File: src/rtl/serializer.sv
// Parallel-to-serial shifter with valid/ready handshake on the serial side.
// Define SERIALIZER_PARITY_EN to append an even-parity bit after each word.
module serializer #(
  parameter int N         = 8,
  parameter bit MSB_FIRST = 1'b0
) (
  input  logic         clock,
  input  logic         reset,
  input  logic [N-1:0] D,
  input  logic         load_valid,
  output logic         load_ready,
  output logic         serial_out,
  output logic         serial_valid,
  input  logic         serial_ready,
  output logic         busy,
  output logic         done
);

  localparam int CW = $clog2(N + 1);
  localparam logic [CW-1:0] LAST = CW'(N - 1);

  typedef enum logic [1:0] {
    IDLE   = 2'd0,
`ifdef SERIALIZER_PARITY_EN
    PARITY = 2'd2,
`endif
    SHIFT  = 2'd1
  } state_t;

  state_t         state_reg;
  logic [N-1:0]   shreg_reg;
  logic [CW-1:0]  cnt_reg;
  logic           load_ready_reg;
  logic           serial_valid_reg;
  logic           busy_reg;
  logic           done_reg;
  logic [N-1:0]   shreg_next;
`ifdef SERIALIZER_PARITY_EN
  logic           parity_reg;
`endif

  // Shift toward the output end; zeros fill in so the register drains to 0.
  always_comb begin
    shreg_next = '0;
    if (MSB_FIRST)
      shreg_next = shreg_reg << 1;
    else
      shreg_next = shreg_reg >> 1;
  end

  always_ff @(posedge clock or posedge reset) begin
    if (reset) begin
      state_reg        <= IDLE;
      shreg_reg        <= '0;
      cnt_reg          <= '0;
      load_ready_reg   <= 1'b1;
      serial_valid_reg <= 1'b0;
      busy_reg         <= 1'b0;
      done_reg         <= 1'b0;
`ifdef SERIALIZER_PARITY_EN
      parity_reg       <= 1'b0;
`endif
    end else begin
      done_reg <= 1'b0;
      case (state_reg)
        IDLE: begin
          if (load_valid) begin
            shreg_reg        <= D;
            cnt_reg          <= '0;
`ifdef SERIALIZER_PARITY_EN
            parity_reg       <= ^D;
`endif
            state_reg        <= SHIFT;
            load_ready_reg   <= 1'b0;
            serial_valid_reg <= 1'b1;
            busy_reg         <= 1'b1;
          end
        end
        SHIFT: begin
          if (serial_ready) begin
            shreg_reg <= shreg_next;
            cnt_reg   <= cnt_reg + CW'(1);
            if (cnt_reg == LAST) begin
`ifdef SERIALIZER_PARITY_EN
              state_reg        <= PARITY;
`else
              state_reg        <= IDLE;
              load_ready_reg   <= 1'b1;
              serial_valid_reg <= 1'b0;
              busy_reg         <= 1'b0;
              done_reg         <= 1'b1;
`endif
            end
          end
        end
`ifdef SERIALIZER_PARITY_EN
        PARITY: begin
          if (serial_ready) begin
            state_reg        <= IDLE;
            load_ready_reg   <= 1'b1;
            serial_valid_reg <= 1'b0;
            busy_reg         <= 1'b0;
            done_reg         <= 1'b1;
          end
        end
`endif
        default: begin
          state_reg        <= IDLE;
          load_ready_reg   <= 1'b1;
          serial_valid_reg <= 1'b0;
          busy_reg         <= 1'b0;
        end
      endcase
    end
  end

  // Output bit is gated by state so it reads 0 whenever nothing is in flight.
  always_comb begin
    serial_out = 1'b0;
    case (state_reg)
      SHIFT:   serial_out = MSB_FIRST ? shreg_reg[N-1] : shreg_reg[0];
`ifdef SERIALIZER_PARITY_EN
      PARITY:  serial_out = parity_reg;
`endif
      default: serial_out = 1'b0;
    endcase
  end

  assign load_ready   = load_ready_reg;
  assign serial_valid = serial_valid_reg;
  assign busy         = busy_reg;
  assign done         = done_reg;

endmodule

File: config.mk
export PLATFORM = sky130hd
export DESIGN_NAME = serializer
export DESIGN_NICKNAME = d
export VERILOG_FILES = /design/src/rtl/serializer.sv
export SDC_FILE = /design/constraint.sdc
export NUM_CORES = 1
export LEC_CHECK = 0
export CAP_MARGIN = 20
export CORE_UTILIZATION = 52
export DETAILED_ROUTE_END_ITERATION = 6
export DONT_BUFFER_PORTS = 1
export PLACE_DENSITY = 0.74
export SLEW_MARGIN = 5
export SYNTH_ARGS = -nofsm -noshare
export SYNTH_HDL_FRONTEND = slang
export SYNTH_SLANG_ARGS = --single-unit
File: constraint.sdc
create_clock -name clock -period 1.13 [get_ports clock]
set_clock_uncertainty 0.2 [all_clocks]
set_input_delay 0.226 -clock clock [delete_from_list [all_inputs] [get_ports clock]]
set_output_delay 0.226 -clock clock [all_outputs]
set_load 0.02 [all_outputs]
-- After elaboration in Yosys (flattened, before gate mapping)
Index checks and enable logic that the tools add are counted.
- flip-flop bits (word level): 17
- input port bits: 12
- output and inout bits: 5
- logic and storage cells: 38
- add/subtract/negate cells: 1
- equality and inequality tests: 5
- mux-type cells: 22
- reductions and logical operators: 4
- operator list (kind ; count):
    8-bit two-way mux ; 2
    8-bit case mux with 2 select lines ; 1
    1-bit two-way mux ; 10
    4-bit two-way mux ; 2
    4-bit case mux with 2 select lines ; 1
    2-bit two-way mux ; 3
    2-bit != test (second input constant) ; 3
    3-bit AND reduction ; 2
    4-bit by 1-bit adder with 4-bit output (second input constant) ; 1
    4-bit by 3-bit equality test with 1-bit output (second input constant) ; 1
    1-bit case mux with 2 select lines ; 2
    2-bit case mux with 2 select lines ; 1
    2-bit by 1-bit equality test with 1-bit output (second input constant) ; 1
    2-bit logical NOT ; 1
    2-bit nonzero test ; 1

-- Logic depth before layout (Yosys ltp)
Gate-level depths: netlist (run 1).
- depth after elaboration: 4
- depth in mapped cells: 4
- depth with buffers taken out: 4

-- Least setup slack after synthesis (run 1)
OpenSTA, ideal clock, no wires.
- kind: reg-to-output
- start point: register, netlist name busy
- end point: output serial_out
- data arrival time: 1.068 ns
- required time: 0.704 ns
- setup slack: -0.364 ns
- stages on the path, launching flop included: 4
- buffers on the path: 2
- cells stage by stage: dfrtp_1 buf_2 buf_2 and2_1
- RTL lines (item ; line ; RTL):
    to (decl) ; 12 ; output logic serial_out,

==> summary.md, run 1 <==
| Metric | Value |
|---|---|
| Ys Warns | `0` |
| Final wirelength | `1.583 mm` |
| Leakage Power | `0.4794 nW` |
| Worst-margin pin slew | `184.0 ps` |
| Hpwl dp | `972.6 µm` |
| DIE WIDTH | `40.72 µm` |
| Hold-fix buffers at CTS | `6` |
| Worst Reg-to-Reg Cells | `3` |
| Post-Syn Nets | `86` |
| Clk buf depth | `2` |
| Hold crit path type | `in -> reg` |
| Worst-path cell chain | `and2_4` |
| Post-layout utilization of the core | `77.57%` |
| WHS | `-172.0 ps` |
| CTS sink count | `15` |
| Reg2Reg Setup Slack | `-150 ps` |
| Final Net Count | `107` |
| Avg Inst Size Synth | `10.68 µm²` |
| Status | `finished with violations` |
| Die area | `1658 µm²` |
| Final setup viols | `20` |
| Core Area | `1350 µm²` |
| Vias | `622` |
| DRC viols | `0` |
| DR WL/cell | `14.66 µm` |
| Fraction of layout cells with a size suffix above 1 | `36.56%` |
| Headroom to the max-slew limit | `87.38%` |
| #FFs+latches synth | `15` |
| Pwr Density | `2155 nW/µm²` |
| Initial antenna violation count | `0` |
| Failing checks | `hold timing, setup timing` |
| Port bufs | `0` |
| Hold Path Cell Cnt | `1` |
| Critical Path RT | `700 ps` |
| Gr usage total | `21.17%` |
| Syn-to-layout area delta | `34.35%` |
| Initial Utilization | `57.74%` |
| Worst slack, placed | `-121.4 ps` |
| Final non-filler cell area | `1047 µm²` |
| Root Buffer | `clkbuf_4` |
| Worst VDD drop | `0.001434 V` |
| Pre-antenna DRT Iters | `4` |
| Max-cap violations | `0` |
| Filler instances | `92` |
| Reg2reg end | `cnt_reg[1]` |
| Worst-path clk slew | `90 ps` |
| Worst path top cell family by delay | `flip-flops` |
| Vias in the first global route | `506` |
| Maximum clock rate | `755.0 MHz` |
| Gr ovfl total | `0` |
| Largest net degree at the start of global routing | `19` |
| Crit path DAT | `900 ps` |
| H-tree Lvls | `1` |
| DR vias/cell | `5.759` |
| Initial DRC Count | `6` |
| Hold EP | `shreg_reg[7]` |
| Register area share after synthesis | `48.31%` |
| Placed Instance Area | `870.8 µm²` |
| Yosys cell types | `28` |
| Worst hold start | `serial_ready` |
| Critical path class | `reg -> out` |
| Slew Limit Fails | `0` |
| Num CTS Buffers | `3` |
| CP max stage cell | `dfrtp_2` |
| Post-layout min period | `1325 ps` |
| CP Capture Type | `output pin` |
| Mapped Area | `779.5 µm²` |
| Non-Filler Instances | `108` |
| Final setup margin | `-194.5 ps` |
| Setup crit start kind | `flop` |
| CTS tree | `yes` |
| Post-DRT Antenna Nets | `0` |
| Tcrit/Tclk final | `117.2%` |
| Final hold violation count | `13` |
| Placement Rows | `13` |
| Vert. Die Dim | `40.72 µm` |
| Crit-path max FO | `4` |
| Worst R2R Start | `busy` |
| Placer Congestion | `0.7117` |
| RSZ-0062 raised after global routing | `yes` |
| Clk_lat worst skew | `280 ps` |
| Worst path max stage delay | `450 ps` |
| I/O pin count | `17` |
| Syn Inst Count | `73` |
| Cells after DPL | `95` |
| Max reg flops | `8` |
| WP buf/inv | `0` |
| # diodes | `0` |
| First-pass GRT wire length | `2.270 mm` |
[cell families (layout without fill, tap and decap cells)]
logic type	count (synthesis)	after routing	synth area share, %
compound gates	20	20	16.69
xor+xnor	2	2	2.248
fa+ha+maj	1	1	1.605
buf+inv	7	27	5.296
flops	15	15	48.32
mux	8	8	10.27
simple gates	20	20	15.57
[through the flow]
step | power (mW) | TNS (ps)
final | 2.257 | -2653
after global routing | 2.403 | -3353
after CTS | 2.168 | -2457
after detailed placement | 1.758 | -1025
after global placement | 1.718 | -758.8
after floorplan | 1.488 | -1793
[worst max path at each step]
stage                           from      endpoint  slack (ps)  cells after the start
after floorplan                 busy    serial_out        -160                      3
final                           busy    serial_out        -190                      1
after CTS                       busy    serial_out        -190                      1
after global placement          busy  shreg_reg[6]         -80                      3
after global routing            busy    cnt_reg[2]        -220                      4
after detailed placement  cnt_reg[0]    cnt_reg[2]        -120                      5
[cells in the final DEF, fill, tap and decap left out]
| master | netlist | layout |
|---|---|---|
| nand2b_1 | 1 | 1 |
| nand4_1 | 1 | 1 |
| dlygate4sd3_1 | 0 | 6 |
| nand2_1 | 3 | 3 |
| inv_1 | 1 | 1 |
| dfrtp_1 | 14 | 12 |
| a211oi_2 | 0 | 6 |
| nand3b_1 | 1 | 1 |
| a22o_1 | 1 | 1 |
| xnor2_1 | 1 | 1 |
| ha_4 | 0 | 1 |
| dfstp_2 | 1 | 1 |
| a21oi_1 | 6 | 6 |
| o21ai_1 | 0 | 3 |
| clkbuf_4 | 0 | 3 |
| mux2i_1 | 8 | 8 |
| or2b_1 | 1 | 1 |
| and2b_1 | 3 | 3 |
| dfrtp_2 | 0 | 2 |
| and2_4 | 0 | 1 |
| a21o_1 | 1 | 1 |
| nand3_2 | 0 | 1 |
| nand3_1 | 3 | 2 |
| clkbuf_1 | 0 | 1 |
| nor3b_4 | 0 | 1 |
| buf_4 | 3 | 12 |
| nor2_1 | 2 | 1 |
| o22ai_1 | 1 | 1 |
| a32o_1 | 1 | 1 |
| nor2_2 | 0 | 1 |
| xor2_1 | 1 | 1 |
| a21boi_2 | 0 | 1 |
| nor2b_1 | 3 | 3 |
| buf_6 | 0 | 4 |
[area by class of cell]
type / instances / area [µm²] / share of cell area (%)
inverters: 1 / 3.754 / 0.3584
clock buffers: 4 / 26.28 / 2.509
repair buffers: 22 / 195.2 / 18.64
multi-input cells: 51 / 424.2 / 40.50
flip-flops and latches: 15 / 379.1 / 36.20
well taps: 15 / 18.77 / 1.792
[timing repair]
action                                  in CTS  in global routing
setup buffers                                2                  1
pin swaps                                    1                  7
gates cloned                                 0                  0
gates resized for setup                     11                  4
endpoints found under the setup margin      19                 20
endpoints found under the hold margin       29                 12
[Yosys cell counts]
cell type | count | share of area [%]
a211oi_1 | 6 | 5.8
a21boi_0 | 1 | 0.96
a21o_1 | 1 | 0.96
a21oi_1 | 6 | 3.9
a22o_1 | 1 | 1.1
a32o_1 | 1 | 1.3
and2_1 | 1 | 0.80
and2b_1 | 3 | 2.9
buf_2 | 3 | 1.9
buf_4 | 3 | 2.9
dfrtp_1 | 14 | 45
dfstp_2 | 1 | 3.4
ha_1 | 1 | 1.6
inv_1 | 1 | 0.48
mux2i_1 | 8 | 10
nand2_1 | 3 | 1.4
nand2b_1 | 1 | 0.80
nand3_1 | 3 | 1.9
nand3b_1 | 1 | 0.96
nand4_1 | 1 | 0.80
nor2_1 | 2 | 0.96
nor2b_1 | 3 | 2.4
nor3b_2 | 1 | 1.6
o21ai_0 | 3 | 1.9
o22ai_1 | 1 | 0.80
or2b_1 | 1 | 0.96
xnor2_1 | 1 | 1.1
xor2_1 | 1 | 1.1
[metal layers]
metal	global-route usage, %	part of all wire [%]	vias to the layer above	wire length, µm
met5	0	0	-	0
met4	7.500	0	0	0
met3	3.261	3.1	0	49
met2	32.54	48	13	764
met1	30.10	49	306	769
li1	-	-	303	-
[report_power, final]
group | internal (mW) | switching (mW) | total, mW
logic | 0.594 | 0.395 | 0.989
registers | 0.764 | 0.196 | 0.960
clock network | 0.137 | 0.171 | 0.308
total | 1.49 | 0.762 | 2.26
No activity file was read; power rests on OpenSTA's default activity.
==> inputs of run 2 (changes only) <==
--- a/config.mk
+++ b/config.mk
@@ -7,9 +7,11 @@
 export LEC_CHECK = 0
 export CAP_MARGIN = 20
 export CORE_UTILIZATION = 52
+export CTS_CLUSTER_DIAMETER = 50
 export DETAILED_ROUTE_END_ITERATION = 6
 export DONT_BUFFER_PORTS = 1
 export PLACE_DENSITY = 0.74
+export SETUP_SLACK_MARGIN = 0.15
 export SLEW_MARGIN = 5
 export SYNTH_ARGS = -nofsm -noshare
 export SYNTH_HDL_FRONTEND = slang
==> summary.md, run 2 (synthesis gave the netlist of run 1 again) <==
| Metric | Value |
|---|---|
| Num CTS Buffers | `3` |
| Worst slack, placed | `-121.4 ps` |
| Setup crit start kind | `flop` |
| Pwr Density | `2213 nW/µm²` |
| Leakage Power | `0.4625 nW` |
| Post-DRT Antenna Nets | `0` |
| I/O pin count | `17` |
| Worst path top cell family by delay | `flip-flops` |
| Root Buffer | `clkbuf_4` |
| CP Capture Type | `output pin` |
| Hold crit path type | `in -> reg` |
| Final TNS setup | `-2611 ps` |
| Placement Rows | `13` |
| Post-layout min period | `1325 ps` |
| Largest net degree at the start of global routing | `19` |
| Vias in the first global route | `495` |
| Pre-antenna DRT Iters | `4` |
| Max reg flops | `8` |
| CP max stage cell | `dfrtp_2` |
| Placed Instance Area | `870.8 µm²` |
| Gr usage total | `20.60%` |
| Maximum clock rate | `754.5 MHz` |
| Final Net Count | `103` |
| Worst path max stage delay | `450 ps` |
| CTS sink count | `15` |
| CTS tree | `yes` |
| Syn-to-layout area delta | `29.70%` |
| RSZ-0062 raised after global routing | `yes` |
| Worst VDD drop | `0.001382 V` |
| Initial antenna violation count | `0` |
| Register area | `379.1 µm²` |
| DIE WIDTH | `40.72 µm` |
| Critical Path RT | `700 ps` |
| Initial Utilization | `57.74%` |
| Final wirelength | `1.507 mm` |
| Hpwl dp | `972.6 µm` |
| Initial DRC Count | `4` |
| DR vias/cell | `5.615` |
| Commonest cells after routing, fill and taps aside | `buf_4 (13), dfrtp_1 (12), mux2i_1 (8)` |
| DR WL/cell | `14.49 µm` |
| Commonest non-fill, non-tap cell in the layout | `buf_4` |
| Vert. Die Dim | `40.72 µm` |
| Filler instances | `101` |
| Vias | `584` |
| WHS | `-171.1 ps` |
| Reg2Reg Setup Slack | `-160 ps` |
| Footprint of the multi-input gates | `431.7 µm²` |
| Crit path DAT | `900 ps` |
| Total chip power | `2.238 mW` |
| Max-cap violations | `0` |
| Port bufs | `0` |
| H-tree Lvls | `1` |
| Final setup margin | `-195.4 ps` |
| DRC viols | `0` |
| Final non-filler cell area | `1011 µm²` |
| Placer Congestion | `0.7117` |
| First-pass GRT wire length | `2.194 mm` |
| Die area | `1658 µm²` |
| Core Area | `1350 µm²` |
| Fraction of layout cells with a size suffix above 1 | `38.20%` |
| WP buf/inv | `0` |
| Slew Limit Fails | `0` |
| Worst-path cell chain | `and2_4` |
| Headroom to the max-slew limit | `87.07%` |
| Clk buf depth | `2` |
| Clk_lat worst skew | `270 ps` |
| Worst-margin pin slew | `188.6 ps` |
| Critical path class | `reg -> out` |
| Gr ovfl total | `0` |
| Failing checks | `hold timing, setup timing` |
| Tcrit/Tclk final | `117.3%` |
| Status | `finished with violations` |
| Final hold violation count | `12` |
| Final setup viols | `20` |
| Worst-path clk slew | `90 ps` |
| # diodes | `0` |
| Crit-path max FO | `4` |
-- run 2: report_power, final --
group | total (mW) | internal, mW | switching [mW]
registers | 0.966 | 0.764 | 0.202
logic | 0.967 | 0.579 | 0.388
clock network | 0.304 | 0.137 | 0.168
total | 2.24 | 1.48 | 0.757
-- run 2: path summary, 6_finish.rpt --
path,from,to,cells past startpoint
max,busy,serial_out,1
min in group asynchronous,reset,shreg_reg[6],3
min,serial_ready,shreg_reg[7],1
min reg2reg,shreg_reg[0],shreg_reg[0],2
max in group asynchronous,reset,load_ready,3
max reg2reg,cnt_reg[0],cnt_reg[3],4
-- run 2: metal layers --
| layer | vias up | wire [µm] | GRT usage, % |
|---|---|---|---|
| met3 | 0 | 49 | 3.261 |
| met1 | 281 | 729 | 28.37 |
| met4 | 0 | 0 | 7.500 |
| met2 | 11 | 728 | 32.54 |
| li1 | 292 | - | - |
| met5 | - | 0 | 0 |
-- run 2: layout make-up --
cell class	count	share of cell area, %
repair buffers	18	14.98
flip-flops and latches	15	37.50
inverters	1	0.3713
clock buffers	4	2.599
well taps	15	1.856
multi-input cells	51	42.70
-- run 2: worst register-to-register path: stages, from the launching register on --
cell and delay [ps]:
dfrtp_1 420, buf_6 120, nand4_1 110, xnor2_1 150, a22o_1 190
-- run 2: through the flow --
stage,hold slack [ps],utilization (%),instances
2_1_floorplan,-73.30,-,73
3_3_place_gp,-72.01,64.50,95
3_5_place_dp,-69.55,64.50,95
4_1_cts,-181.8,71.73,102
5_1_grt,-176.2,74.88,104
6_report,-171.1,74.88,104
-- run 2: repair_timing --
item	in CTS	in global routing
gates resized for setup	11	4
pin swaps	1	6
hold buffers	1	1
buffers inserted	2	1
hold endpoints to repair	29	12
setup endpoints to repair	20	20
